$ cat config.mk
export PLATFORM = sky130hd
export DESIGN_NAME = enemy_snapshot_adapter
export DESIGN_NICKNAME = d
export VERILOG_FILES = /design/src/rtl/enemy_snapshot_adapter.sv
export SDC_FILE = /design/constraint.sdc
export NUM_CORES = 1
export LEC_CHECK = 0
export ABC_AREA = 0
export CORE_ASPECT_RATIO = 0.5
export CORE_UTILIZATION = 40
export CTS_BUF_LIST = sky130_fd_sc_hd__clkbuf_4 sky130_fd_sc_hd__clkbuf_8 sky130_fd_sc_hd__clkbuf_16
export CTS_CLUSTER_SIZE = 24
export DETAILED_ROUTE_END_ITERATION = 10
export GPL_ROUTABILITY_DRIVEN = 0
export GPL_TIMING_DRIVEN = 0
export PLACE_DENSITY = 0.83
export SYNTH_ARGS = -nofsm -noshare
export SYNTH_HDL_FRONTEND = slang
export SYNTH_SLANG_ARGS = --single-unit
$ cat constraint.sdc
create_clock -name clk -period 5.25 [get_ports clk]
set_clock_uncertainty 0.05 [all_clocks]
set_input_delay 1.3125 -clock clk [delete_from_list [all_inputs] [get_ports clk]]
set_output_delay 1.3125 -clock clk [all_outputs]
set_load 0.02 [all_outputs]
$ cat src/rtl/enemy_snapshot_adapter.sv
// enemy_snapshot_adapter: frame-stable registered enemy table with a kill channel.
// Slots are refreshed on frame_tick; a killed slot is hidden at once and stays
// masked until the source drops its alive bit.
//
// Ports:
//   clk, rst_n        clock, asynchronous active-low reset
//   src_x_flat        source x, slot i at [i*COORD_W +: COORD_W]
//   src_y_flat        source y, same packing
//   src_alive_flat    source alive bits
//   frame_tick        one-cycle pulse at frame boundary
//   kill_valid        kill request
//   kill_idx          slot to kill (ignored when >= N_ENEMY)
//   kill_ack          one-cycle pulse, kill accepted
//   kill_hit          with kill_ack: slot was alive in the table
//   despawn_flat      one-cycle one-hot despawn pulse to the source
//   enemy_x_flat      published x
//   enemy_y_flat      published y
//   enemy_alive_flat  published alive bits
//   alive_count       popcount of enemy_alive_flat
//   snap_valid        one-cycle pulse, table just refreshed
module enemy_snapshot_adapter #(
    parameter int N_ENEMY = 4,
    parameter int COORD_W = 10,
    parameter int CNT_W   = 6
) (
    input  logic                       clk,
    input  logic                       rst_n,
    input  logic [N_ENEMY*COORD_W-1:0] src_x_flat,
    input  logic [N_ENEMY*COORD_W-1:0] src_y_flat,
    input  logic [N_ENEMY-1:0]         src_alive_flat,
    input  logic                       frame_tick,
    input  logic                       kill_valid,
    input  logic [4:0]                 kill_idx,
    output logic                       kill_ack,
    output logic                       kill_hit,
    output logic [N_ENEMY-1:0]         despawn_flat,
    output logic [N_ENEMY*COORD_W-1:0] enemy_x_flat,
    output logic [N_ENEMY*COORD_W-1:0] enemy_y_flat,
    output logic [N_ENEMY-1:0]         enemy_alive_flat,
    output logic [CNT_W-1:0]           alive_count,
    output logic                       snap_valid
);

    logic [N_ENEMY-1:0] kill_mask;
    logic [N_ENEMY-1:0] kill_onehot;
    logic [N_ENEMY-1:0] mask_next;
    logic [N_ENEMY-1:0] eff_alive;
    logic               kill_accept;
    logic               hit_now;
    logic [CNT_W-1:0]   eff_count;

    always_comb begin
        kill_accept = kill_valid && ({27'd0, kill_idx} < 32'(N_ENEMY));
        kill_onehot = '0;
        for (int i = 0; i < N_ENEMY; i++) begin
            kill_onehot[i] = kill_accept && (kill_idx == 5'(i));
        end
        // A mask bit survives only while the source still reports the slot
        // alive, so a lagging source cannot resurrect a killed enemy.
        mask_next = kill_onehot | (kill_mask & src_alive_flat);
        eff_alive = src_alive_flat & ~mask_next;
        // Hit is judged against the published table before this edge.
        hit_now   = |(enemy_alive_flat & kill_onehot);
        eff_count = '0;
        for (int i = 0; i < N_ENEMY; i++) begin
            eff_count = eff_count + CNT_W'(eff_alive[i]);
        end
    end

    always_ff @(posedge clk or negedge rst_n) begin
        if (!rst_n) begin
            kill_mask        <= '0;
            kill_ack         <= 1'b0;
            kill_hit         <= 1'b0;
            despawn_flat     <= '0;
            enemy_x_flat     <= '0;
            enemy_y_flat     <= '0;
            enemy_alive_flat <= '0;
            alive_count      <= '0;
            snap_valid       <= 1'b0;
        end else begin
            kill_mask    <= mask_next;
            kill_ack     <= kill_accept;
            kill_hit     <= kill_accept && hit_now;
            despawn_flat <= kill_onehot;
            snap_valid   <= frame_tick;
            if (frame_tick) begin
                // eff_alive already excludes a kill landing on this edge.
                enemy_x_flat     <= src_x_flat;
                enemy_y_flat     <= src_y_flat;
                enemy_alive_flat <= eff_alive;
                alive_count      <= eff_count;
            end else if (kill_accept) begin
                enemy_alive_flat <= enemy_alive_flat & ~kill_onehot;
                alive_count      <= alive_count - CNT_W'(hit_now);
            end
        end
    end

endmodule

==> results.env <==
CLKSINKCOUNT=101
CRIT_PATH_TOP_DELAY_CELL='sky130_fd_sc_hd__clkdlybuf4s50_1'
GRT_PASS1_WL_UM=15040
ROUTE.DETAILED.WL_PER_INST_UM=16.24
GRT.OVERFLOW.TOTAL=0
DIE_W_UM=143
FILLCELLCOUNT=718
REG2REG_SETUP_SLACK_NS=2.91
NETLIST_AREA_UM2=3976
TIMING_MAX_TRANSITION_VIOLATIONS_FINAL=0
SYNTH_MUX_AREA_SHARE_PCT=25.11
RSZ0062_AT_GRT='false'
VIAS=2791
CLKSLEWWORSTSETUPHOLDPATHS_NS=0.06
FLOORPLAN.INITIALDENSITY_PCT=41.68
REG2REGPATHDEPTH=6
NUMBER_OF_GLOBAL_ROUTE_VIAS_BEFORE_REPAIR=2846
CLKLATENCYLATEPIN_NS=0.34
AREA_SHARE_OF_AND_OR_NAND_NOR_CELLS_AFTER_SYNTHESIS_PCT=5.853
TIMING.HOLD.WORST_ENDPOINT='kill_mask[0]$_DFF_PN0_'
SHARE_OF_SYNTHESIZED_REGISTERS_CARRYING_AN_ASYNC_SET_OR_RESET_PCT=100.0
CLOCK_TREE.BUFFER_DEPTH=2
LAYOUT_WORST_PATH_CYCLE_SHARE_PCT=71.63
NUMBER_OF_FAILING_SETUP_ENDPOINTS_IN_THE_FINAL_TIMING_REPORT=0
MAX_FO_CRITICAL_PATH=4
SYNTH-COMPOUND-AREA-SHARE_PCT=1.636
SYNTH_SEQ_CELLS=101
CRIT_CHAIN='clkdlybuf4s50_1 > nor4_1 > and3_1 > or3b_2 > fa_1 > inv_1 > ha_1 > ha_1 > mux2_2'
POSTSYNTHAREAPERCELL_UM2=15.53
REG_TO_REG_END='alive_count[1]$_DFFE_PN0P_'
WORST_SLEW_MARGIN_REL_PCT=61.88
ROWS=25
CHIPHEIGHT_UM=72.50
DETAIL_ROUTE.ITER0.VIOLATIONS=159
SYNTH_EDF_COUNT=0
POST_CTS_BUFFERS=0
CRITPATHKIND='in -> reg'
FINISH.CELL_COUNT_WITHOUT_FILLERS=597
SYNTH_TOP_FAMILY_BY_AREA='multiplexers'
HOLD-PATH-CELL-COUNT=2
WARNINGS_FROM_YOSYS=0
MOSTFREQUENTLAYOUTCELL='sky130_fd_sc_hd__clkdlybuf4s50_1'
WORST_SETUP_PATH_END_KIND='register'
NUM_IO_PINS=190
POSTCTSHOLDBUFS=0
BUFFER_PORTS.INSERTED=189
CTS_TREE='built'
FINAL_PERIOD_MINUS_WORST_SETUP_SLACK_NS=3.761
CPMOSTUSEDCELL='sky130_fd_sc_hd__ha_1'
WIRELENGTH_UM=9694
DRC=0
FINALHOLDVIOLCOUNT=0
POST_DRT_VIA_CELL_RATIO=4.675
LEAKAGE_nW=2.718
MIN_PATH_TYPE='reg -> reg'
HOLD-WORST-SLACK_NS=0.4409
CTS_RESIZED=0
ANTENNA_FOUND_INITIAL=0
MAX_CLOCK_FREQ_MHz=265.9
FINAL_CELL_MIX='sky130_fd_sc_hd__clkdlybuf4s50_1, sky130_fd_sc_hd__dfrtp_1, sky130_fd_sc_hd__mux2_2'
CRIT-REG2REG-LAUNCH='kill_mask[1]$_DFF_PN0_'
CTS_ROOT_BUFFER='sky130_fd_sc_hd__clkbuf_16'
SYNTHCELLS=256
NUMPLACEDINSTANCES=581
TIGHTESTPINTRANSITION_NS=0.5717
CRITPATHLAUNCHTYPE='input pin'
ANTENNA_VIOLATING_NETS_POST_ROUTE=0
DRT_PASS1_ITERATIONS=4
REGISTER_AREA_UM2=2527
DIEAREA_UM2=10370
MULTI_INPUT_COMB_AREA_UM2=1366
WORST_PATH_LARGEST_CELL_DELAY_NS=0.52
IR_DROP_mV=0.1981
LAYOUT.NETS=555
SYN-NUM-NETS=354
SYNTH_FA_HA_AREA_SHARE_PCT=1.762
HTREE_NUM_LEVELS=3
SYNTH-XOR-AREA-SHARE_PCT=0
TIMING.HOLD.WORST.START='kill_mask[0]$_DFF_PN0_'
SYNTHDISTINCTLIBCELLS=34
DRV.MAX_CAP_VIOLATION_COUNT=0
SYNTH.YOSYS.SEQ_AREA_SHARE_PCT=63.56
PIN_COUNT_OF_THE_BIGGEST_NET_ENTERING_GLOBAL_ROUTING=69
RUN_STATUS='completed'
TRITONCTS.NUM_BUFFERS=9
PLACE.DETAILED.HPWL_UM=7239
PRIMARY_FLIP_FLOP_CELL_CHOSEN_BY_SYNTHESIS_MAPPING='sky130_fd_sc_hd__dfrtp_1'
FRACTION_OF_FINAL_LAYOUT_CELLS_WITH_DRIVE_STRENGTH_GREATER_THAN_1_PCT=23.81
LAYOUT-AREA-OVERHEAD-VS-SYNTH_PCT=60.07
ANTENNA_CELLS=0
GRT.TOTAL_USAGE_PCT=19.25
WORST_EP_REQUIRED_TIME_NS=5.42
CRITPATHARRIVALTIME_NS=3.94
CORE_UM2=9540
POWER.DENSITY_CELL_AREA_nW_PER_UM2=314.3
==> layer usage <==
layer / vias to the layer above / track usage [%] / share of wire [%]
li1: 1295 / - / -
met1: 1424 / 23.05 / 41
met2: 57 / 34.31 / 54
met3: 15 / 4.554 / 3.8
met4: 0 / 6.930 / 1.4
met5: - / 0 / 0
==> final cells by class <==
cell class	count	share of cell area [%]
plain buffers	12	0.8846
clock buffers	16	4.757
multi-input cells	136	21.47
repair buffers	190	30.12
flip-flops and latches	101	39.71
inverters	7	0.4128
well taps	135	2.654
==> metrics by stage <==
| step | setup TNS, ns | total power, mW | worst slack [ns] | utilization [%] | instance area [um2] |
|---|---|---|---|---|---|
| 2_1_floorplan | 0 | 1.094 | 1.850 | - | 3976 |
| 3_3_place_gp | -108.31 | 1.345 | -1.081 | 63.28 | 6037 |
| 3_5_place_dp | 0 | 1.359 | 1.137 | 63.54 | 6062 |
| 4_1_cts | 0 | 2.026 | 1.499 | 66.71 | 6365 |
| 5_1_grt | 0 | 2.081 | 1.371 | 66.71 | 6365 |
| 6_report | 0 | 2.001 | 1.489 | 66.71 | 6365 |
==> critical path, delay by kind of cell <==
family / cells / cell delay (ns)
fa+ha+maj: 3 / 0.99
buf+inv: 2 / 0.57
mux: 1 / 0.26
simple gates: 3 / 0.80
==> cells by family after synthesis <==
| family | Yosys count |
|---|---|
| mux | 88 |
| buf+inv | 19 |
| simple gates | 33 |
| compound gates | 10 |
| flops | 101 |
| fa+ha+maj | 5 |
==> cells in the mapped netlist, types with 2 or more instances <==
library cell | count | area, um2
sky130_fd_sc_hd__a21o_1 | 3 | 22.52
sky130_fd_sc_hd__buf_2 | 3 | 15.01
sky130_fd_sc_hd__mux2_2 | 83 | 934.7
sky130_fd_sc_hd__nor2b_1 | 6 | 37.54
sky130_fd_sc_hd__dfrtp_1 | 101 | 2527
sky130_fd_sc_hd__clkbuf_1 | 6 | 22.52
sky130_fd_sc_hd__and3_1 | 2 | 12.51
sky130_fd_sc_hd__buf_1 | 2 | 7.510
sky130_fd_sc_hd__ha_1 | 4 | 50.05
sky130_fd_sc_hd__a21oi_1 | 4 | 20.02
sky130_fd_sc_hd__mux2i_1 | 3 | 30.03
sky130_fd_sc_hd__or3b_2 | 2 | 17.52
sky130_fd_sc_hd__nor2_1 | 3 | 11.26
sky130_fd_sc_hd__inv_1 | 7 | 26.28
sky130_fd_sc_hd__nand2b_1 | 3 | 18.77
sky130_fd_sc_hd__nand3b_1 | 3 | 22.52
sky130_fd_sc_hd__nand2_1 | 4 | 15.01
==> worst max path at each step <==
stage	start	endpoint	slack [ns]	cells after the start
finish	kill_idx[1]	alive_count[1]$_DFFE_PN0P_	1.49	9
global route	kill_idx[1]	alive_count[1]$_DFFE_PN0P_	1.37	9
CTS	kill_idx[1]	alive_count[1]$_DFFE_PN0P_	1.50	9
detailed placement	kill_idx[1]	alive_count[1]$_DFFE_PN0P_	1.14	9
global placement	rst_n	enemy_y_flat[14]$_DFFE_PN0P_	-1.08	1
floorplan	kill_idx[2]	alive_count[1]$_DFFE_PN0P_	1.85	8
==> registers in the layout, summed over array words and instances (netlist names) <==
register / count
alive_count: 6
despawn_flat: 4
enemy_alive_flat: 4
enemy_x_flat: 40
enemy_y_flat: 40
kill_ack: 1
kill_hit: 1
kill_mask: 4
snap_valid: 1
==> power by group <==
part | internal (mW) | switching (mW)
Sequential | 0.850 | 0.0380
Combinational | 0.254 | 0.199
Clock | 0.390 | 0.270
Note: power is estimated with default switching activity, not from simulation.
